### config.mk
export PLATFORM = sky130hd
export DESIGN_NAME = pc_fetch_flat
export DESIGN_NICKNAME = d
export VERILOG_FILES = /design/src/rtl/pc_fetch_if.sv /design/src/rtl/pc_fetch.sv /design/src/flat_wrapper.sv
export SDC_FILE = /design/constraint.sdc
export NUM_CORES = 1
export LEC_CHECK = 0
export CELL_PAD_IN_SITES_DETAIL_PLACEMENT = 0
export CELL_PAD_IN_SITES_GLOBAL_PLACEMENT = 1
export CORE_MARGIN = 2
export CORE_UTILIZATION = 44
export CTS_CLUSTER_SIZE = 25
export DETAILED_ROUTE_END_ITERATION = 10
export GPL_TIMING_DRIVEN = 0
export PLACE_DENSITY_LB_ADDON = 0.1
export SYNTH_ARGS = -nofsm -noshare
export SYNTH_HDL_FRONTEND = slang
export SYNTH_SLANG_ARGS = --single-unit
export TNS_END_PERCENT = 50
### constraint.sdc
create_clock -name clk -period 6.8 [get_ports clk]
set_input_delay 1.36 -clock clk [delete_from_list [all_inputs] [get_ports clk]]
set_output_delay 1.36 -clock clk [all_outputs]
set_load 0.02 [all_outputs]
### src/rtl/pc_fetch_if.sv
// Fetch-stage bus: jump redirect, ROM read port and decode handshake.
// The fetch stage is the master; the ROM/execute/decode side is the slave.
interface pc_fetch_if;
    logic        jump_valid;
    logic [15:0] jump_addr;
    logic        rom_en;
    logic [15:0] rom_addr;
    logic [15:0] rom_data;
    logic        instr_valid;
    logic        instr_ready;
    logic [15:0] instr_data;
    logic [15:0] instr_pc;

    modport master (
        input  jump_valid, jump_addr, rom_data, instr_ready,
        output rom_en, rom_addr, instr_valid, instr_data, instr_pc
    );

    modport slave (
        output jump_valid, jump_addr, rom_data, instr_ready,
        input  rom_en, rom_addr, instr_valid, instr_data, instr_pc
    );
endinterface

### src/rtl/pc_fetch.sv
// Hack CPU program counter and instruction fetch stage.
// One ROM read in flight, 2-entry output queue, credit-based issue.
module pc_fetch #(
    parameter logic [15:0] RESET_PC = 16'h0000
) (
    input  logic clk,
    input  logic rst_n,
    pc_fetch_if.master bus
);

    typedef enum logic {
        S_RESET = 1'b0,
        S_RUN   = 1'b1
    } state_t;

    typedef struct packed {
        logic [15:0] data;
        logic [15:0] pc;
    } fetch_t;

    state_t      state_q;
    state_t      state_d;
    logic [15:0] pc_q;
    logic        inflight_q;
    logic [15:0] inflight_pc_q;
    logic        drop_q;
    fetch_t      fifo_q [2];
    fetch_t      fifo_d [2];
    logic [1:0]  count_q;
    logic [1:0]  count_d;
    logic [1:0]  count_pop;

    logic        run;
    logic        jump;
    logic        pop;
    logic        push;
    logic        issue;
    logic [2:0]  credit;

    assign run    = (state_q == S_RUN);
    assign jump   = run & bus.jump_valid;
    assign pop    = (count_q != 2'd0) & bus.instr_ready;
    // A return landing in a jump cycle belongs to the old stream.
    assign push   = inflight_q & ~drop_q & ~jump;
    // Occupancy after this cycle's pop; reserves a slot for the read in flight.
    assign credit = {1'b0, count_q} + {2'b0, inflight_q} - {2'b0, pop};

    // FSM state register: leaves RESET on the first edge after release
    always_ff @(posedge clk or negedge rst_n) begin
        if (!rst_n) state_q <= S_RESET;
        else        state_q <= state_d;
    end

    // FSM next state: RUN is sticky until reset
    always_comb begin
        state_d = state_q;
        case (state_q)
            S_RESET: state_d = S_RUN;
            S_RUN:   state_d = S_RUN;
        endcase
    end

    // FSM output: ROM strobe only while running, no jump, and queue credit left
    always_comb begin
        issue = 1'b0;
        case (state_q)
            S_RESET: issue = 1'b0;
            S_RUN:   issue = ~bus.jump_valid & (credit < 3'd2);
        endcase
    end

    assign bus.rom_en   = issue;
    assign bus.rom_addr = pc_q;

    // PC and in-flight read tracking; a jump redirects and kills the old read
    always_ff @(posedge clk or negedge rst_n) begin
        if (!rst_n) begin
            pc_q          <= RESET_PC;
            inflight_q    <= 1'b0;
            inflight_pc_q <= 16'h0000;
            drop_q        <= 1'b0;
        end else if (jump) begin
            pc_q       <= bus.jump_addr;
            inflight_q <= 1'b0;
            drop_q     <= 1'b1;
        end else if (issue) begin
            pc_q          <= pc_q + 16'd1;
            inflight_q    <= 1'b1;
            inflight_pc_q <= pc_q;
            drop_q        <= 1'b0;
        end else begin
            inflight_q <= 1'b0;
        end
    end

    // Queue next state: pop shifts head, push fills first free slot, jump empties
    always_comb begin
        fifo_d    = fifo_q;
        count_pop = count_q - {1'b0, pop};
        count_d   = count_pop;
        if (pop) fifo_d[0] = fifo_q[1];
        if (push) begin
            fifo_d[count_pop[0]] = '{data: bus.rom_data, pc: inflight_pc_q};
            count_d = count_pop + 2'd1;
        end
        if (jump) count_d = 2'd0;
    end

    // Queue registers; head is registered so ROM data never reaches decode directly
    always_ff @(posedge clk or negedge rst_n) begin
        if (!rst_n) begin
            fifo_q[0] <= '0;
            fifo_q[1] <= '0;
            count_q   <= 2'd0;
        end else begin
            fifo_q    <= fifo_d;
            count_q   <= count_d;
        end
    end

    assign bus.instr_valid = (count_q != 2'd0);
    assign bus.instr_data  = fifo_q[0].data;
    assign bus.instr_pc    = fifo_q[0].pc;

    a_occupancy: assert property (@(posedge clk) disable iff (!rst_n)
        ({1'b0, count_q} + {2'b0, inflight_q}) <= 3'd2);

endmodule
### src/flat_wrapper.sv
// flat-port wrapper written by rule: the top's interface ports become plain ports
module pc_fetch_flat 
#(
    parameter logic [15:0] RESET_PC = 16'h0000
)
  (clk, rst_n, bus_jump_valid, bus_jump_addr, bus_rom_data, bus_instr_ready, bus_rom_en, bus_rom_addr, bus_instr_valid, bus_instr_data, bus_instr_pc);
  pc_fetch_if bus_i ();
  input  logic clk;
  input  logic rst_n;
  input wire logic [$bits(bus_i.jump_valid)-1:0] bus_jump_valid;
  input wire logic [$bits(bus_i.jump_addr)-1:0] bus_jump_addr;
  input wire logic [$bits(bus_i.rom_data)-1:0] bus_rom_data;
  input wire logic [$bits(bus_i.instr_ready)-1:0] bus_instr_ready;
  output wire logic [$bits(bus_i.rom_en)-1:0] bus_rom_en;
  output wire logic [$bits(bus_i.rom_addr)-1:0] bus_rom_addr;
  output wire logic [$bits(bus_i.instr_valid)-1:0] bus_instr_valid;
  output wire logic [$bits(bus_i.instr_data)-1:0] bus_instr_data;
  output wire logic [$bits(bus_i.instr_pc)-1:0] bus_instr_pc;
  assign bus_i.jump_valid = bus_jump_valid;
  assign bus_i.jump_addr = bus_jump_addr;
  assign bus_i.rom_data = bus_rom_data;
  assign bus_i.instr_ready = bus_instr_ready;
  assign bus_rom_en = bus_i.rom_en;
  assign bus_rom_addr = bus_i.rom_addr;
  assign bus_instr_valid = bus_i.instr_valid;
  assign bus_instr_data = bus_i.instr_data;
  assign bus_instr_pc = bus_i.instr_pc;
  pc_fetch #(.RESET_PC(RESET_PC)) u_core (.clk(clk), .rst_n(rst_n), .bus(bus_i));
endmodule
==> reports/results.md <==
Finish
• final core area utilization: 0.578
• Area growth, synth to finish: 26.9%
• fin nets: 569
• area of the multi-input gates: 1830 µm²
• antenna diode instance count: 0
• fill cell instance count of the final layout: 923
• layout cells sized above 1: 0.176
• register area: 2530 µm²

Setup path
• Worst Setup Path Type: in2out
• Req. time, crit path: 5.44 ns
• worst r2r dst: u_core.bus.rom_addr[9]
• type of destination of the critical path: output pin
• Arrival @ worst endpoint: 4.59 ns
• critical-path maximum fanout: 10
• critical path launch point type: input pin
• R2R Setup Slk: 3.46 ns
• Crit Reg-Reg Startpoint: u_core.count_q[1]
• R2R cell count: 10

GRT
• GR Overflow Total: 0
• largest net degree at the start of global routing: 68
• global routing usage summed across all routing layers: 0.185
• initial antenna violation count: 0
• wire length of the first global-routing pass: 16800 µm
• GR Layer Usage met2: 0.290
• vias in the first global route: 3401
• busiest layer in global routing: met2
• met1 GRT Util: 0.260
• met3 track utilization from global routing: 0.0260

Hold path
• worst hold path stage count: 2
• worst min-delay path startpoint: u_core.inflight_pc_q[2]
• hold worst-path end: u_core.inflight_pc_q[2]
• Min-Delay Path Class: reg2reg

Clock network
• Num CTS Buffers: 9
• Post-CTS Setup Repair Bufs: 0
• deepest level of the CTS H-tree: 3
• clk sink count: 101
• clock edge transition at the registers on the reported setup and hold paths: 0.09 ns
• total of hold buffers inserted after clock tree synthesis: 0
• PostCTS Resize Cnt: 0
• cell chosen for the clock root: sky130_fd_sc_hd__clkbuf_8
• CTS tree: yes
• number of buffers on the longest clock path: 2
• clock latency on the worst-skew pair: 0.36 ns

Route
• First DRT Iteration DRCs: 87
• post-detailed-route via-to-cell ratio: 5.01
• final antenna-violating net count: 0
• drt drc: 0
• DRT Wirelength: 10100 µm
• detailed-router iteration count before antenna repair: 4
• Routed WL per cell: 15.0 µm
• total number of vias: 3358

Synth
• share of synthesized area occupied by flip-flops and latches: 0.535
• leading post-synthesis cells by instance count: sky130_fd_sc_hd__dfrtp_1 (101), sky130_fd_sc_hd__nand2_1 (54), sky130_fd_sc_hd__nor2_1 (40)
• count of flip-flops with a built-in enable after synthesis: 0
• total of warnings raised by yosys: 0
• cell type with the largest total area after synthesis: sky130_fd_sc_hd__dfrtp_1
• cell area after synthesis: 4720 µm²
• share of synthesized registers carrying an async set or reset: 1.00
• cell count after synthesis: 434
• synthesized area divided by synthesized cell count: 10.9 µm²
• syn nets: 473
• count of state elements after synthesis: 101
• fraction of post-synthesis cell area in the top cell type by area: 0.535
• biggest area contributors in the synthesized netlist: sky130_fd_sc_hd__dfrtp_1 (54%), sky130_fd_sc_hd__mux2_2 (7.9%), sky130_fd_sc_hd__mux2i_1 (7.4%), sky130_fd_sc_hd__buf_4 (5.1%), sky130_fd_sc_hd__nand2_1 (4.3%)
• count leader, synth: sky130_fd_sc_hd__dfrtp_1
• post-synth cell types: 50
• most used flip-flop cell after synthesis: sky130_fd_sc_hd__dfrtp_1

Timing
• headroom to the max-slew limit: 0.504
• post-route clock period utilization: 0.876
• number of hold violations in the final report: 0
• Max Clock Freq: 168 MHz
• shortest period the worst path allows: 5.95 ns
• RSZ-0062 raised after global routing: no
• Setup Viol. Count Final: 0
• slew at the pin with the worst max-slew slack: 0.743 ns
• setup clock skew after layout: 0.0113 ns
• setup_tns: 0 ns
• final number of max-transition violations: 0

Floorplanning
• starting density of the core: 0.455
• die span in y: 108 µm
• DIE WIDTH: 108 µm
• Std-Cell Rows: 37
• Top Ports: 86
• placeable core region: 10400 µm²
• DIE AREA: 11600 µm²

Pwr
• maximum VDD drop: 0.163 mV
• leakage power of the design: 2.94 nW
• power density normalized to cell area: 349 nW/µm²

Placed design
• final weighted congestion in routability-driven placement: 0.775
• detailed placement HPWL: 7150 µm
• number of I/O port buffers: 84

Outcome
• outcome: finished, final reports clean

Run
• Max Cap Viol: 0

-- through the flow --
stage / hold WS, ns / std cells / power, mW / instance area (µm²) / worst slack, ns
global placement: 0.486 / 654 / 1.65 / 5730 / 0.570
detailed placement: 0.487 / 655 / 1.67 / 5760 / 0.839
global route: 0.529 / 670 / 2.22 / 5990 / 0.595
finish: 0.511 / 670 / 2.09 / 5990 / 0.846
CTS: 0.512 / 670 / 2.12 / 5990 / 0.810
floorplan: 0.463 / 434 / 1.35 / 4720 / 1.93
-- worst max-delay path by stage --
stage               cells after the start  slack, ns                        to       startpoint
floorplan                               9       1.93                bus_rom_en  bus_instr_ready
global placement                        1       0.57  u_core.bus.instr_data[0]            rst_n
detailed placement                     10       0.84                bus_rom_en  bus_instr_ready
CTS                                    10       0.81                bus_rom_en  bus_instr_ready
global route                           10       0.59                bus_rom_en  bus_instr_ready
finish                                 10       0.85                bus_rom_en  bus_instr_ready
-- layout by cell type, fill, tap and decap left out, types with 2 or more instances in the layout --
cell	synthesis	routed
sky130_fd_sc_hd__dfrtp_1	101	101
sky130_fd_sc_hd__clkdlybuf4s50_1	0	83
sky130_fd_sc_hd__nand2_1	54	54
sky130_fd_sc_hd__nor2_1	40	40
sky130_fd_sc_hd__mux2i_1	35	35
sky130_fd_sc_hd__a21oi_1	34	34
sky130_fd_sc_hd__mux2_2	33	33
sky130_fd_sc_hd__buf_4	32	33
sky130_fd_sc_hd__clkbuf_1	13	14
sky130_fd_sc_hd__o21ai_1	9	9
sky130_fd_sc_hd__clkbuf_8	0	9
sky130_fd_sc_hd__inv_1	7	7
sky130_fd_sc_hd__nand3b_1	5	5
sky130_fd_sc_hd__buf_2	5	5
sky130_fd_sc_hd__nand3_1	5	5
sky130_fd_sc_hd__o21ai_0	4	4
sky130_fd_sc_hd__a31oi_1	4	4
sky130_fd_sc_hd__nor3_1	4	4
sky130_fd_sc_hd__and2_1	3	3
sky130_fd_sc_hd__buf_1	3	3
sky130_fd_sc_hd__a21bo_1	3	3
sky130_fd_sc_hd__xnor2_1	3	3
sky130_fd_sc_hd__bufinv_16	0	3
sky130_fd_sc_hd__nor3b_1	2	2
sky130_fd_sc_hd__nor4_1	2	2
sky130_fd_sc_hd__nor4_4	2	2
sky130_fd_sc_hd__a22oi_1	2	2
sky130_fd_sc_hd__and3_1	2	2
sky130_fd_sc_hd__a221o_1	2	2
sky130_fd_sc_hd__ha_1	2	2
-- kinds of logic (layout without fill, tap and decap cells) --
kind of cell	Yosys count	in the layout	share of synthesized area
buffers and inverters	62	162	0.0776
flip-flops	101	101	0.535
adder cells (fa/ha/maj)	3	3	0.00954
other	1	1	0.000794
AND/OR/NAND/NOR	127	127	0.129
multiplexers	68	68	0.153
AO/OA/AOI/OAI	67	67	0.0845
XOR/XNOR	5	5	0.0109
-- report_power, final --
part | switching, mW | leakage, nW | internal, mW
combinational | 0.335 | 1.56 | 0.434
sequential | 0.110 | 1.27 | 0.765
clock | 0.205 | 0.114 | 0.245
-- worst max-delay path: stages --
cell                              delay, ns
sky130_fd_sc_hd__clkbuf_1              0.16
sky130_fd_sc_hd__nand2_1               0.26
sky130_fd_sc_hd__buf_2                 0.37
sky130_fd_sc_hd__nor2_1                0.11
sky130_fd_sc_hd__fa_1                  0.54
sky130_fd_sc_hd__nand3b_2              0.21
sky130_fd_sc_hd__or2_4                 0.31
sky130_fd_sc_hd__inv_2                 0.11
sky130_fd_sc_hd__clkbuf_1              0.43
sky130_fd_sc_hd__clkdlybuf4s50_1       0.71
-- final cells by class --
cell class / count / share of cell area
multi-input combinational: 271 / 0.305
clock buffer: 10 / 0.0213
tap: 136 / 0.0284
sequential: 101 / 0.422
clock inverter: 5 / 0.0182
buffer: 54 / 0.0561
timing repair buffer: 85 / 0.144
inverter: 8 / 0.00501
-- metal layers --
layer  share of wire  vias to the layer above  wire length [µm]
met2            0.47                       78              4710
met1            0.47                     1624              4770
met4           0.016                        0               158
met3           0.041                       15               408
li1                -                     1641                 -
met5               0                        -                 0
(Power assumes the default switching activity.)
